<file path="src/rtl/clk_rate_ctrl.sv">
// CPU clock generator: divides the board clock into clk_N using one of
// 2**SEL_W half-period divisors. Supports run, pause and single-step modes
// with glitch-free rate/mode changes, a rise strobe and a rise counter.
module clk_rate_ctrl #(
  parameter int unsigned      SEL_W  = 2,
  parameter int unsigned      CNT_W  = 32,
  parameter logic [CNT_W-1:0] DIV0   = CNT_W'(10000),
  parameter logic [CNT_W-1:0] DIV1   = CNT_W'(100000),
  parameter logic [CNT_W-1:0] DIV2   = CNT_W'(1000000),
  parameter logic [CNT_W-1:0] DIV3   = CNT_W'(10000000),
  parameter int unsigned      TCNT_W = 32
) (
  input  logic              clk,
  input  logic              clr,
  input  logic [SEL_W-1:0]  rate_sel,
  input  logic [1:0]        mode,
  input  logic              step,
  output logic              clk_N,
  output logic              tick,
  output logic [TCNT_W-1:0] tick_count,
  output logic              running
);

  typedef enum logic [2:0] {
    S_RUN,
    S_DRAIN,
    S_PAUSE,
    S_STEP_IDLE,
    S_STEP_HI,
    S_STEP_LO
  } state_t;

  state_t              state_q, state_d;
  logic [CNT_W-1:0]    cnt_q, cnt_d;
  logic [CNT_W-1:0]    div_q, div_d;
  logic                clk_n_q, clk_n_d;
  logic                tick_q, tick_d;
  logic [TCNT_W-1:0]   tick_count_q, tick_count_d;
  logic                step_q, step_d;

  logic [CNT_W-1:0]    rate_div;
  logic                last;
  logic                step_edge;
  state_t              target;

  // Divisor lookup; slots above 3 reuse DIV3, a zero divisor acts as 1.
  function automatic logic [CNT_W-1:0] div_of(input logic [SEL_W-1:0] sel);
    logic [CNT_W-1:0] d;
    int unsigned      s;
    s = 32'(sel);
    if (s == 0)      d = DIV0;
    else if (s == 1) d = DIV1;
    else if (s == 2) d = DIV2;
    else             d = DIV3;
    if (d == '0) d = CNT_W'(1);
    return d;
  endfunction

  // Shared decode: selected divisor, end of phase, step edge, mode target.
  always_comb begin
    rate_div  = div_of(rate_sel);
    last      = (cnt_q == div_q - CNT_W'(1));
    step_edge = step & ~step_q;
    case (mode)
      2'b00:   target = S_RUN;
      2'b10:   target = S_STEP_IDLE;
      default: target = S_PAUSE;
    endcase
  end

  // Next-state, counter and clk_N logic.
  always_comb begin
    state_d = state_q;
    cnt_d   = cnt_q;
    div_d   = div_q;
    clk_n_d = clk_n_q;
    step_d  = step;
    case (state_q)
      S_RUN: begin
        if (mode != 2'b00) begin
          // A high phase is always completed before parking low; if the
          // current cycle already ends it, fall and leave without DRAIN.
          if (!clk_n_q) begin
            state_d = target;
            cnt_d   = '0;
          end else if (last) begin
            clk_n_d = 1'b0;
            cnt_d   = '0;
            div_d   = rate_div;
            state_d = target;
          end else begin
            cnt_d   = cnt_q + CNT_W'(1);
            state_d = S_DRAIN;
          end
        end else if (last) begin
          cnt_d   = '0;
          clk_n_d = ~clk_n_q;
          div_d   = rate_div;
        end else begin
          cnt_d = cnt_q + CNT_W'(1);
        end
      end
      S_DRAIN: begin
        if (last) begin
          clk_n_d = 1'b0;
          cnt_d   = '0;
          div_d   = rate_div;
          state_d = target;
        end else begin
          cnt_d = cnt_q + CNT_W'(1);
        end
      end
      S_PAUSE: begin
        if (mode == 2'b00) begin
          state_d = S_RUN;
          cnt_d   = '0;
          div_d   = rate_div;
        end else if (mode == 2'b10) begin
          state_d = S_STEP_IDLE;
        end
      end
      S_STEP_IDLE: begin
        if (mode == 2'b00) begin
          state_d = S_RUN;
          cnt_d   = '0;
          div_d   = rate_div;
        end else if (mode != 2'b10) begin
          state_d = S_PAUSE;
        end else if (step_edge) begin
          clk_n_d = 1'b1;
          cnt_d   = '0;
          div_d   = rate_div;
          state_d = S_STEP_HI;
        end
      end
      S_STEP_HI: begin
        if (last) begin
          clk_n_d = 1'b0;
          cnt_d   = '0;
          state_d = S_STEP_LO;
        end else begin
          cnt_d = cnt_q + CNT_W'(1);
        end
      end
      S_STEP_LO: begin
        if (last) begin
          cnt_d   = '0;
          state_d = S_STEP_IDLE;
        end else begin
          cnt_d = cnt_q + CNT_W'(1);
        end
      end
      default: state_d = S_RUN;
    endcase
  end

  // Rise strobe and rise counter track the registered clk_N transition.
  always_comb begin
    tick_d       = clk_n_d & ~clk_n_q;
    tick_count_d = tick_count_q;
    if (tick_d) tick_count_d = tick_count_q + TCNT_W'(1);
  end

  // State registers with synchronous reset.
  always_ff @(posedge clk) begin
    if (clr) begin
      state_q      <= S_RUN;
      cnt_q        <= '0;
      div_q        <= rate_div;
      clk_n_q      <= 1'b0;
      tick_q       <= 1'b0;
      tick_count_q <= '0;
      step_q       <= 1'b0;
    end else begin
      state_q      <= state_d;
      cnt_q        <= cnt_d;
      div_q        <= div_d;
      clk_n_q      <= clk_n_d;
      tick_q       <= tick_d;
      tick_count_q <= tick_count_d;
      step_q       <= step_d;
    end
  end

  assign clk_N      = clk_n_q;
  assign tick       = tick_q;
  assign tick_count = tick_count_q;
  assign running    = (state_q == S_RUN);

endmodule

</file>
<file path="config.mk">
export PLATFORM = sky130hd
export DESIGN_NAME = clk_rate_ctrl
export DESIGN_NICKNAME = d
export VERILOG_FILES = /design/src/rtl/clk_rate_ctrl.sv
export SDC_FILE = /design/constraint.sdc
export NUM_CORES = 1
export LEC_CHECK = 0
export CORE_UTILIZATION = 30
export DETAILED_ROUTE_END_ITERATION = 8
export GPL_TIMING_DRIVEN = 0
export SKIP_LAST_GASP = 1
export SLEW_MARGIN = 10
export SYNTH_ARGS = -nofsm -noshare
export SYNTH_HDL_FRONTEND = slang
export SYNTH_SLANG_ARGS = --single-unit
</file>
<file path="constraint.sdc">
create_clock -name clk -period 5.4 [get_ports clk]
set_input_delay 0.81 -clock clk [delete_from_list [all_inputs] [get_ports clk]]
set_output_delay 0.81 -clock clk [all_outputs]
set_load 0.01 [all_outputs]
</file>
---- Yosys cells after proc, flatten, opt, wreduce, memory -nomap -nowiden ----
Index checks and enable logic that the tools add are counted.
word-level totals
  register bits after elaboration ......... 102
  latch bits .............................. 0
  bits in writable memories ............... 0
  memory bits (read-only) ................. 0
  bits of input ports ..................... 7
  output and inout port bits .............. 35
  logic and storage cells ................. 92
  memories kept ........................... 0
operators by class
  add/sub/neg operators ................... 3
  $mul .................................... 0
  div/mod/pow operators ................... 0
  order comparisons ....................... 0
  eq/ne operators ......................... 23
  shift operators ......................... 0
  mux-type cells .......................... 43
  bitwise logic cells ..................... 4
  reduce and logical (&&, ||, !) cells .... 12
operators with widths
  operator                 number
  $mux W32                 16
  $pmux W32 S4             2
  $mux W24                 3
  $add A32 B1 Y32 const B  2
  $mux W3                  11
  $eq A32 B32 Y1           1
  $logic_not A32 Y1        1
  $sub A32 B1 Y32 const B  1
  $pmux W3 S6              1
  $ne A4 B4 Y1 const B     4
  $ne A3 B3 Y1 const B     4
  $ne A2 B2 Y1 const B     5
  $mux W1                  8
  $eq A3 B2 Y1 const B     2
  $eq A3 B3 Y1 const B     2
  $reduce_and A6 Y1        1
  $reduce_and A5 Y1        1
  $reduce_bool A5 Y1       1
  $eq A2 B2 Y1 const B     2
  $logic_not A2 Y1         2
  $pmux W2 S2              1
  $reduce_and A4 Y1        1
  $reduce_bool A4 Y1       1
  $eq A3 B1 Y1 const B     1
  9 further kinds          11

---- Logic depth before layout (Yosys ltp) ----
Gate-level depths: netlist of the first run.
  depth in word-level cells ............... 11
  mapped depth ............................ 16
  mapped depth without buffers ............ 13

---- Worst setup path after synthesis of the first run ----
Ideal clock, no wire load.
  kind .................................... reg-to-reg
  from .................................... register div_q[13]
  to ...................................... register tick_count_q[24] (netlist: tick_count[24])
  library setup time ...................... 0.070 ns
  arrival ................................. 3.977 ns
  required time ........................... 5.330 ns
  setup slack ............................. 1.352 ns
  stages on the path, launching flop included .. 17
  buffers on the path ..................... 3
  period minus slack after synthesis ...... 4.048 ns
  cells stage by stage .................... edfxtp_1 -> inv_1 -> ha_1 -> xnor2_1 -> a2111oi_2 -> nand4_1 -> or4_1 -> buf_6 -> clkbuf_1 -> ha_1 -> or4_1 -> a21oi_1 -> o21ai_2 -> a2111o_1 -> buf_2 -> or3_1 -> a21oi_1
between the ends
  longest elaborated chain between the ends .. 7
  elaborated cells between the ends (all ways) .. 9
  classes of those cells .................. add/sub (1); eq/ne (1); mux (6); bitwise (1)
ends and longest elaborated chain
  item                    line  text
  from (decl)             35    logic [CNT_W-1:0] div_q, div_d;
  from (signal assigned)  169   div_q <= rate_div;
  from (signal assigned)  177   div_q <= div_d;
  $sub A32 B1 Y32 *       62    last = (cnt_q == div_q - CNT_W'(1));
  $eq A32 B32 Y1 *        62
  $mux W1                 86    end else if (last) begin
  $mux W1                 83    if (!clk_n_q) begin
  $mux W1                 80    if (mode != 2'b00) begin
  $pmux W1 S3 *           78    case (state_q)
  $and A1 B1 Y1 *         159   tick_d = clk_n_d & ~clk_n_q;
  to (signal assigned)    180   tick_count_q <= tick_count_d;
  to (decl)               38    logic [TCNT_W-1:0] tick_count_q, tick_count_d;
Mark *: on every way between the ends. The rest lies on a longest branch, timed or not.
A chain may end at the register's enable or synchronous reset.

---- Worst setup path after layout of the first run ----
  from .................................... register cnt_q[0]
  to ...................................... register tick_count_q[24] (netlist: tick_count[24])
between the ends
  longest elaborated chain between the ends .. 6
  elaborated cells between the ends (all ways) .. 8
  classes of those cells .................. eq/ne (1); mux (6); bitwise (1)
ends and longest elaborated chain
  item                    line  text
  from (decl)             34    logic [CNT_W-1:0] cnt_q, cnt_d;
  from (signal assigned)  176   cnt_q <= cnt_d;
  $eq A32 B32 Y1 *        62
  $mux W1                 86
  $mux W1                 83
  $mux W1                 80
  $pmux W1 S3 *           78
  $and A1 B1 Y1 *         159
Marked as above.

==> results of run 1 <==
-- final timing paths --
kind | end | slack [ns] | cells after the start
worst max register to register | tick_count[24] | 0.76 | 16
worst min register to register | tick_count[25] | 0.50 | 2
worst min-delay path | tick_count[25] | 0.50 | 2
worst max-delay path | tick_count[24] | 0.76 | 16
-- power breakdown --
| group | switching (mW) | internal, mW |
|---|---|---|
| registers | 0.0277 | 0.609 |
| clock network | 0.238 | 0.387 |
| logic | 0.255 | 0.122 |
-- area by class of cell --
| class | instances | area share (%) |
|---|---|---|
| clock inverters | 4 | 1.02 |
| repair buffers | 40 | 7.60 |
| inverters | 26 | 1.85 |
| well taps | 180 | 4.28 |
| flip-flops and latches | 78 | 31.2 |
| plain buffers | 28 | 2.23 |
| clock buffers | 12 | 4.90 |
| multi-input cells | 395 | 46.9 |
-- through the flow --
step | cell area (sq um) | util, % | setup slack, ns
5_1_grt | 5270 | 37.6 | 0.373
6_report | 5270 | 37.6 | 0.762
3_5_place_dp | 4950 | 35.4 | 0.745
4_1_cts | 5270 | 37.6 | 0.727
2_1_floorplan | 4330 | - | 1.35
3_3_place_gp | 4950 | 35.4 | 0.815
-- critical path: stages, from the launching register on --
cell and delay, ns:
dfxtp_1 0.47, ha_1 0.19, buf_2 0.19, nand3_2 0.14, a2111oi_2 0.30, nand4_1 0.15
or4_1 0.55, buf_6 0.16, clkbuf_1 0.25, ha_1 0.35, or4_1 0.40, a21oi_1 0.20
o21ai_2 0.15, a2111o_1 0.43, buf_2 0.19, or3_1 0.31, a21oi_1 0.15
-- cells by family after synthesis --
group | count (synthesis) | synth area share (%)
muxes | 2 | 0.463
xor gates and xnor gates | 52 | 10.5
adders and majority gates | 8 | 2.31
and+or+nand+nor | 244 | 29.3
DFF | 78 | 37.9
AOI/OAI and AO/OA | 89 | 14.5
buffers and inverters | 54 | 4.97
-- synth_stat cells (2+ instances only) --
cell type,instances,area (sq um)
dfxtp_1,70,1400
nor2_1,50,188
xnor2_1,41,359
nand2_1,39,146
nor3_1,39,195
nand4_1,31,194
inv_1,26,97.6
a21oi_1,22,110
clkbuf_1,22,82.6
nand3_1,18,90.1
o21ai_0,14,70.1
a211oi_1,11,82.6
xor2_1,11,96.3
nand2b_1,9,56.3
nor2b_1,9,56.3
nor4_1,9,56.3
and3_1,8,50.1
edfxtp_1,8,240
ha_1,8,100
a2111oi_0,7,61.3
or3_1,7,43.8
or4_1,6,45.0
and2_1,5,31.3
a31oi_1,4,25.0
buf_2,4,20.0
nor3b_1,4,30.0
o211ai_1,4,30.0
o22ai_1,4,25.0
a2111oi_1,3,30.0
and4_1,3,26.3
o31ai_1,3,22.5
a2111o_1,2,22.5
a21o_1,2,15.0
a311oi_1,2,17.5
a31o_2,2,17.5
mux2i_1,2,20.0
nand4b_1,2,17.5
nor4b_1,2,17.5
or2_2,2,12.5
-- routing by layer --
metal | track usage [%] | vias up
met3 | 3.51 | 11
li1 | - | 2003
met1 | 18.6 | 1899
met5 | 0 | -
met4 | 5.03 | 0
met2 | 26.2 | 120
-- flip-flops by register name, indices dropped and copies added, names as in the netlist --
signal      cells
clk_N           1
cnt_q          32
div_q           8
state_q         3
step_q          1
tick            1
tick_count     32
==> impl_metrics.json, run 1 <==
{
  "overflow": 0,
  "cts-root-buf": "clkbuf_16",
  "drtPass1Iterations": 7,
  "grt_max_degree": 14,
  "post_cts_resized": 0,
  "die_area_sq_um": 14900,
  "htreeDepth": 3,
  "fill_cells": 1443,
  "setup_tns_ns": 0,
  "power_mw": 1.64,
  "powerDensity_nw_per_um2": 311,
  "seq_area_sq_um": 1640,
  "drt-wirelength-per-cell_um": 14.3,
  "layout-drive-gt1-share_pct": 4.80,
  "numCtsBuffers": 9,
  "syn_inst": 527,
  "num_vias": 4033,
  "num_antenna_cells": 0,
  "worstSetupPathType": "reg -> reg",
  "dr.first_iter.drc_count": 252,
  "finalSetupViolations": 0,
  "clock_path_buffers": 2,
  "initial_core_util_pct": 30.9,
  "yosysWarnings": 0,
  "timing.rr.start": "cnt_q[0]",
  "grt_usage_pct": 15.2,
  "slew_headroom_pct": 49.3,
  "ioPinCount": 42,
  "ys.flop_type": "dfxtp_1",
  "core_sq_um": 14000,
  "layoutNonFillerInstCount": 763,
  "fin_skew_ns": 0.0118,
  "crit_path_end_kind": "register",
  "antenna_found_initial": 0,
  "cts_hold_buf": 0,
  "hold_path_startpoint": "tick_count[25]",
  "area_delta_synth_final_pct": 21.7,
  "path_clk_slew_ns": 0.06,
  "wl_met1_um": 5030,
  "final_common_cell": "dfxtp_1",
  "grt_pass1_vias": 3812,
  "cts_tree": "built",
  "viasPerCell": 5.29,
  "synth-seq-area-share_pct": 37.9,
  "hold_path_class": "reg -> reg",
  "max_clock_freq_mhz": 216,
  "die_height_um": 122,
  "clkSinkCount": 78,
  "required_ns": 5.66,
  "post_cts_buffers": 0,
  "synth_fp_nets": 542,
  "avgSynthCellArea_sq_um": 8.21,
  "final_nets": 593,
  "top_layer": "met4",
  "routed_wl_um": 10900,
  "synth_edf_count": 8,
  "cp.arrival_ns": 4.90,
  "synthDistinctLibCells": 51,
  "crit_path_start_kind": "register",
  "p_leak_nw": 1.58,
  "worst_hold_slack_ns": 0.498,
  "status": "complete, no violations",
  "insertion_delay_ns": 0.33,
  "drv_cap": 0,
  "tightest_slew_ns": 0.754,
  "critPathMaxFanout": 10,
  "min_period_over_period_pct": 85.9,
  "grt_pass1_wl_um": 18100,
  "startpoint": "cnt_q[0]",
  "netlist_area_sq_um": 4330,
  "drc_errors": 0,
  "final_max_slew_viol_count": 0,
  "async_flop_share_pct": 0,
  "hpwl_um": 7960,
  "period_minus_slack_ns": 4.64,
  "ys_ff_latch": 78,
  "portBuffers": 40,
  "rsz0062_at_grt": "false",
  "globalplace.congestion": 0.836,
  "wl_met3_um": 503,
  "place_inst": 747,
  "multiInputGateArea_sq_um": 2470,
  "row_count": 43,
  "hold_viol": 0,
  "wl_met2_um": 5270,
  "die_w_um": 122,
  "final_cell_mix": "dfxtp_1, nor2_1, xnor2_1",
  "detail-route-antenna-nets": 0,
  "ir_drop_uv": 185
}
(Power assumes the default switching activity.)
==> inputs of run 2 (changes only) <==
--- a/config.mk
+++ b/config.mk
@@ -5,9 +5,10 @@
 export SDC_FILE = /design/constraint.sdc
 export NUM_CORES = 1
 export LEC_CHECK = 0
-export CORE_UTILIZATION = 30
+export CORE_UTILIZATION = 57
 export DETAILED_ROUTE_END_ITERATION = 8
-export GPL_TIMING_DRIVEN = 0
+export GPL_TIMING_DRIVEN = 1
+export PLACE_DENSITY = 0.8
 export SKIP_LAST_GASP = 1
 export SLEW_MARGIN = 10
 export SYNTH_ARGS = -nofsm -noshare
==> run 2 against run 1 <==
  * Power shrank 11%
  * Final cell count down 14%
  * Register-to-register slack got worse by 0.14 ns
  * Combinational power decreased by 16%
  * Sequential share of layout area up 1.9 points
  * Fmax fell by 2.8%
  * Sequential power rose by 3.6%
  * Routed wire length fell by 10%
  * Clock-buffer cell count fell by 2
  * Via count is 2.1% lower
  * Non-clock buffer count shrank 26
  * Cell area decreased by 5.6%
  * Critical path type unchanged
  * Largest cell class unchanged
  * Highest routed layer unchanged
==> impl_metrics.json, run 2 (same netlist as run 1, synthesis figures left out) <==
{
  "cp.arrival_ns": 5.05,
  "routed_wl_um": 9810,
  "critical-path-top-delay-family": "simple AND/OR/NAND/NOR gates",
  "p_leak_nw": 1.50,
  "clock_power_share_pct": 33.3,
  "dp_slack_ns": 0.702,
  "final_common_cell": "dfxtp_1",
  "rsz0062_at_grt": "false",
  "clock_path_buffers": 2,
  "grt_usage_pct": 26.2,
  "place_inst": 640,
  "hold_viol": 0,
  "fin_skew_ns": 0.0106,
  "num_vias": 3948,
  "clkSinkCount": 78,
  "min_delay_path_depth": 2,
  "critPathMaxFanout": 26,
  "power_mw": 1.46,
  "numCtsBuffers": 9,
  "hpwl_um": 6900,
  "viasPerCell": 6.02,
  "fill_cells": 635,
  "min_period_over_period_pct": 88.4,
  "r2r_slack_ns": 0.63,
  "intPower_mw": 0.983,
  "drc_errors": 0,
  "grt_max_degree": 38,
  "core_sq_um": 7290,
  "overflow": 0,
  "final_max_slew_viol_count": 0,
  "htreeDepth": 3,
  "post_cts_buffers": 0,
  "finalSetupViolations": 0,
  "insertion_delay_ns": 0.36,
  "timing.rr.start": "cnt_q[0]",
  "num_antenna_cells": 0,
  "power_frac_comb_pct": 21.6,
  "final_cell_mix": "dfxtp_1, nor2_1, xnor2_1",
  "crit_path_end_kind": "register",
  "hold_path_startpoint": "tick_count[21]",
  "portBuffers": 41,
  "sw_frac_of_total_pct": 32.8,
  "powerDensity_nw_per_um2": 295,
  "ir_drop_uv": 291,
  "post_cts_resized": 0,
  "required_ns": 5.68,
  "ioPinCount": 42,
  "area_delta_synth_final_pct": 14.8,
  "die_w_um": 89.1,
  "layoutNonFillerInstCount": 656,
  "grt_pass1_wl_um": 16300,
  "drv_cap": 0,
  "dr.first_iter.drc_count": 198,
  "die_area_sq_um": 7950,
  "die_height_um": 89.1,
  "slowest_stage": "or4_1",
  "min_to": "tick_count[21]",
  "multiInputGateArea_sq_um": 2470,
  "fin_ws_ns": 0.627,
  "p_switching_mw": 0.480,
  "worstSetupPathType": "reg -> reg",
  "globalplace.congestion": 0.889,
  "rr_endpoint": "tick_count[16]",
  "period_minus_slack_ns": 4.77,
  "layout-drive-gt1-share_pct": 4.85,
  "crit_buf_inv": 0,
  "antenna_found_initial": 0,
  "cts_tree": "built",
  "power_frac_seq_pct": 45.1,
  "crit_path_start_kind": "register",
  "slew_headroom_pct": 34.2,
  "row_count": 31,
  "seq_area_sq_um": 1640,
  "finalCoreUtilization_pct": 68.1,
  "max_stage_delay_ns": 0.87,
  "drt-wirelength-per-cell_um": 15.0,
  "r2r_cells": 12,
  "cts-root-buf": "clkbuf_8",
  "status": "complete, no violations",
  "cts_hold_buf": 0,
  "tightest_slew_ns": 0.987,
  "setup_tns_ns": 0,
  "drtPass1Iterations": 5,
  "final_nets": 567,
  "max_clock_freq_mhz": 210,
  "path_cells": "ha_1, nand3_2, a2111oi_2, nand4_1, or4_1, ha_1, or4_1, a21oi_1, o21ai_2, a2111o_1, or3_1, a21oi_1",
  "hold_path_class": "reg -> reg",
  "initial_core_util_pct": 59.4,
  "grt_pass1_vias": 3514,
  "detail-route-antenna-nets": 0,
  "path_clk_slew_ns": 0.08
}
==> run 2: area by class of cell <==
| type | count | area share, % |
|---|---|---|
| Inverter | 26 | 1.96 |
| Sequential cell | 78 | 33.0 |
| Clock inverter | 6 | 1.69 |
| Timing Repair Buffer | 42 | 8.31 |
| Clock buffer | 10 | 2.77 |
| Multi-Input combinational cell | 395 | 49.7 |
| Tap cell | 99 | 2.49 |
==> run 2: power by group through the flow <==
stage / combinational, mW / clock, mW / sequential (mW)
after floorplan: 0.267 / 0 / 0.641
after global placement: 0.303 / 0 / 0.668
after detailed placement: 0.311 / 0 / 0.671
after CTS: 0.312 / 0.498 / 0.658
after global routing: 0.341 / 0.520 / 0.666
final: 0.316 / 0.488 / 0.659
==> run 2: through the flow <==
stage | cell area [sq um] | hold WS [ns]
finish | 4970 | 0.490
global route | 4970 | 0.539
floorplan | 4330 | 0.491
global placement | 4750 | 0.477
CTS | 4970 | 0.497
detailed placement | 4750 | 0.481
==> run 2: worst max path at each step <==
stage               startpoint        endpoint  slack (ns)  cells past startpoint
finish                cnt_q[0]  tick_count[16]        0.63                     12
CTS                   cnt_q[0]  tick_count[16]        0.68                     12
global route          cnt_q[0]  tick_count[20]        0.40                     12
global placement      cnt_q[0]  tick_count[22]        0.90                     12
floorplan            div_q[13]  tick_count[24]        1.35                     16
detailed placement    cnt_q[0]  tick_count[16]        0.70                     12
==> run 2: routing by layer <==
layer  track usage, %  up-vias  share of wire [%]
li1                 -     1955                  -
met1             35.8     1847                 47
met2             41.8      132                 47
met3             3.79       14                4.8
met4             10.5        0                1.5
met5                0        -                  0
==> run 2: worst min-delay path, delay by kind of cell (launching register included) <==
kind / cells / cell delay (ns)
flip-flops: 1 / 0.33
AO/OA/AOI/OAI: 1 / 0.06
AND/OR/NAND/NOR: 1 / 0.06
==> inputs of run 3 (changes only) <==
--- a/config.mk
+++ b/config.mk
@@ -8,7 +8,9 @@
 export CORE_UTILIZATION = 57
 export DETAILED_ROUTE_END_ITERATION = 8
 export GPL_TIMING_DRIVEN = 1
+export MAX_ROUTING_LAYER = met4
 export PLACE_DENSITY = 0.8
+export SETUP_SLACK_MARGIN = 0.02
 export SKIP_LAST_GASP = 1
 export SLEW_MARGIN = 10
 export SYNTH_ARGS = -nofsm -noshare
==> run 3 against run 2 <==
  * Routed wire length grew 0.59%
  * Critical path type unchanged
  * Clock skew increased by 0.0054 ns
  * Global-route usage up 0.80 points
  * Clock power fell by 16%
  * Fmax is 6.6% higher
  * Die area unchanged
  * Sequential power about the same
  * Sequential share of layout area rose by 0.22 points
==> impl_metrics.json, run 3 (same netlist as run 1, synthesis figures left out) <==
{
  "status": "complete, no violations",
  "grt_pass1_wl_um": 16300,
  "dr.first_iter.drc_count": 236,
  "place_inst": 641,
  "max_stage_delay_ns": 0.59,
  "critPathMaxFanout": 26,
  "p_leak_nw": 1.48,
  "post_cts_buffers": 0,
  "overflow": 0,
  "detail-route-antenna-nets": 0,
  "hpwl_um": 7000,
  "final_area_sq_um": 4940,
  "path_clk_slew_ns": 0.08,
  "max_clock_freq_mhz": 223,
  "worst_hold_slack_ns": 0.502,
  "post_cts_resized": 0,
  "cts_hold_buf": 0,
  "min_period_over_period_pct": 82.9,
  "ir_drop_uv": 320,
  "clock_path_buffers": 2,
  "initial_core_util_pct": 59.4,
  "drv_cap": 0,
  "hold_viol": 0,
  "drtPass1Iterations": 5,
  "core_sq_um": 7290,
  "final_nets": 568,
  "numCtsBuffers": 9,
  "portBuffers": 41,
  "required_ns": 5.68,
  "insertion_delay_ns": 0.36,
  "routed_wl_um": 9870,
  "top_usage_layer": "met2",
  "critical-path-top-delay-family": "simple AND/OR/NAND/NOR gates",
  "htreeDepth": 3,
  "slew_headroom_pct": 35.7,
  "final_cell_mix": "dfxtp_1, nor2_1, xnor2_1",
  "layout-drive-gt1-share_pct": 5.02,
  "seq_area_sq_um": 1640,
  "powerDensity_nw_per_um2": 280,
  "cts_tree": "built",
  "viasPerCell": 6.07,
  "grt_max_degree": 38,
  "num_antenna_cells": 0,
  "r2r_slack_ns": 0.92,
  "grt_pass1_vias": 3560,
  "cts-root-buf": "clkbuf_8",
  "ioPinCount": 42,
  "num_vias": 3987,
  "path_cells": "ha_1, nand3_2, a2111oi_2, nand4_1, or4_1, buf_4, ha_1, or4_1, a21oi_1, o21ai_2, a2111o_1, or3_1, a21oi_1",
  "slowest_stage": "a2111o_1",
  "worstSetupPathType": "reg -> reg",
  "final_max_slew_viol_count": 0,
  "drt-wirelength-per-cell_um": 15.0,
  "postPlaceCellArea_sq_um": 4750,
  "final_common_cell": "dfxtp_1",
  "hold_path_class": "reg -> reg",
  "globalplace.congestion": 0.909,
  "setup_tns_ns": 0,
  "multiInputGateArea_sq_um": 2470,
  "period_minus_slack_ns": 4.48,
  "clkSinkCount": 78,
  "crit_path_end_kind": "register",
  "globalRouteMet3Util_pct": 3.51,
  "fill_cells": 653,
  "antenna_found_initial": 0,
  "row_count": 31,
  "grt_usage_pct": 27.0,
  "power_mw": 1.38,
  "met1_usage_pct": 35.5,
  "met2_usage_pct": 41.7,
  "die_area_sq_um": 7950,
  "layoutNonFillerInstCount": 657,
  "cp.arrival_ns": 4.76,
  "area_delta_synth_final_pct": 14.1,
  "finalSetupViolations": 0,
  "fin_skew_ns": 0.0160,
  "die_height_um": 89.1,
  "drc_errors": 0,
  "die_w_um": 89.1,
  "crit_path_start_kind": "register",
  "rsz0062_at_grt": "false",
  "crit_buf_inv": 1,
  "tightest_slew_ns": 0.965
}
[run 3: cell count changes in the layout (fill, tap and decap cells not counted), sizes merged]
cell / change
inv: +2
clkinvlp: +2
clkinv: -1
bufinv: -2
buf: +1
clkbuf: -1
[run 3: path summary, 6_finish.rpt]
kind / startpoint / to / depth (start not counted)
max reg2reg: cnt_q[0] / tick_count[20] / 13
min: tick_count[21] / tick_count[21] / 2
max: cnt_q[0] / tick_count[20] / 13
min reg2reg: tick_count[21] / tick_count[21] / 2
[run 3: layer usage]
layer  vias to the layer above  part of all wire (%)
met1                      1888                    47
met2                       109                    46
met3                        27                   4.5
met5                         -                     0
li1                       1963                     -
met4                         0                   2.2
[run 3: layout make-up]
type / count / share of cell area (%)
inverter: 26 / 1.98
sequential: 78 / 33.3
clock buffer: 9 / 2.51
timing repair buffer: 43 / 8.52
multi-input combinational: 395 / 50.1
tap: 99 / 2.51
clock inverter: 7 / 1.17
[run 3: where the power goes]
group	internal [mW]	leakage (nW)	switching (mW)	total (mW)
sequential	0.608	0.643	0.0491	0.657
combinational	0.104	0.753	0.208	0.312
clock	0.172	0.0829	0.239	0.411
[run 3: per-stage QoR]
| step | utilization [%] | worst slack [ns] |
|---|---|---|
| after global placement | 65.2 | 1.13 |
| final | 67.7 | 0.923 |
| after floorplan | - | 1.35 |
| after CTS | 67.7 | 0.932 |
| after global routing | 67.7 | 0.576 |
| after detailed placement | 65.2 | 0.949 |
[run 3: tightest hold or removal path: stages (launching register included)]
cell and delay, ns:
dfxtp_1 0.34, nand2_1 0.06, o21ai_0 0.06
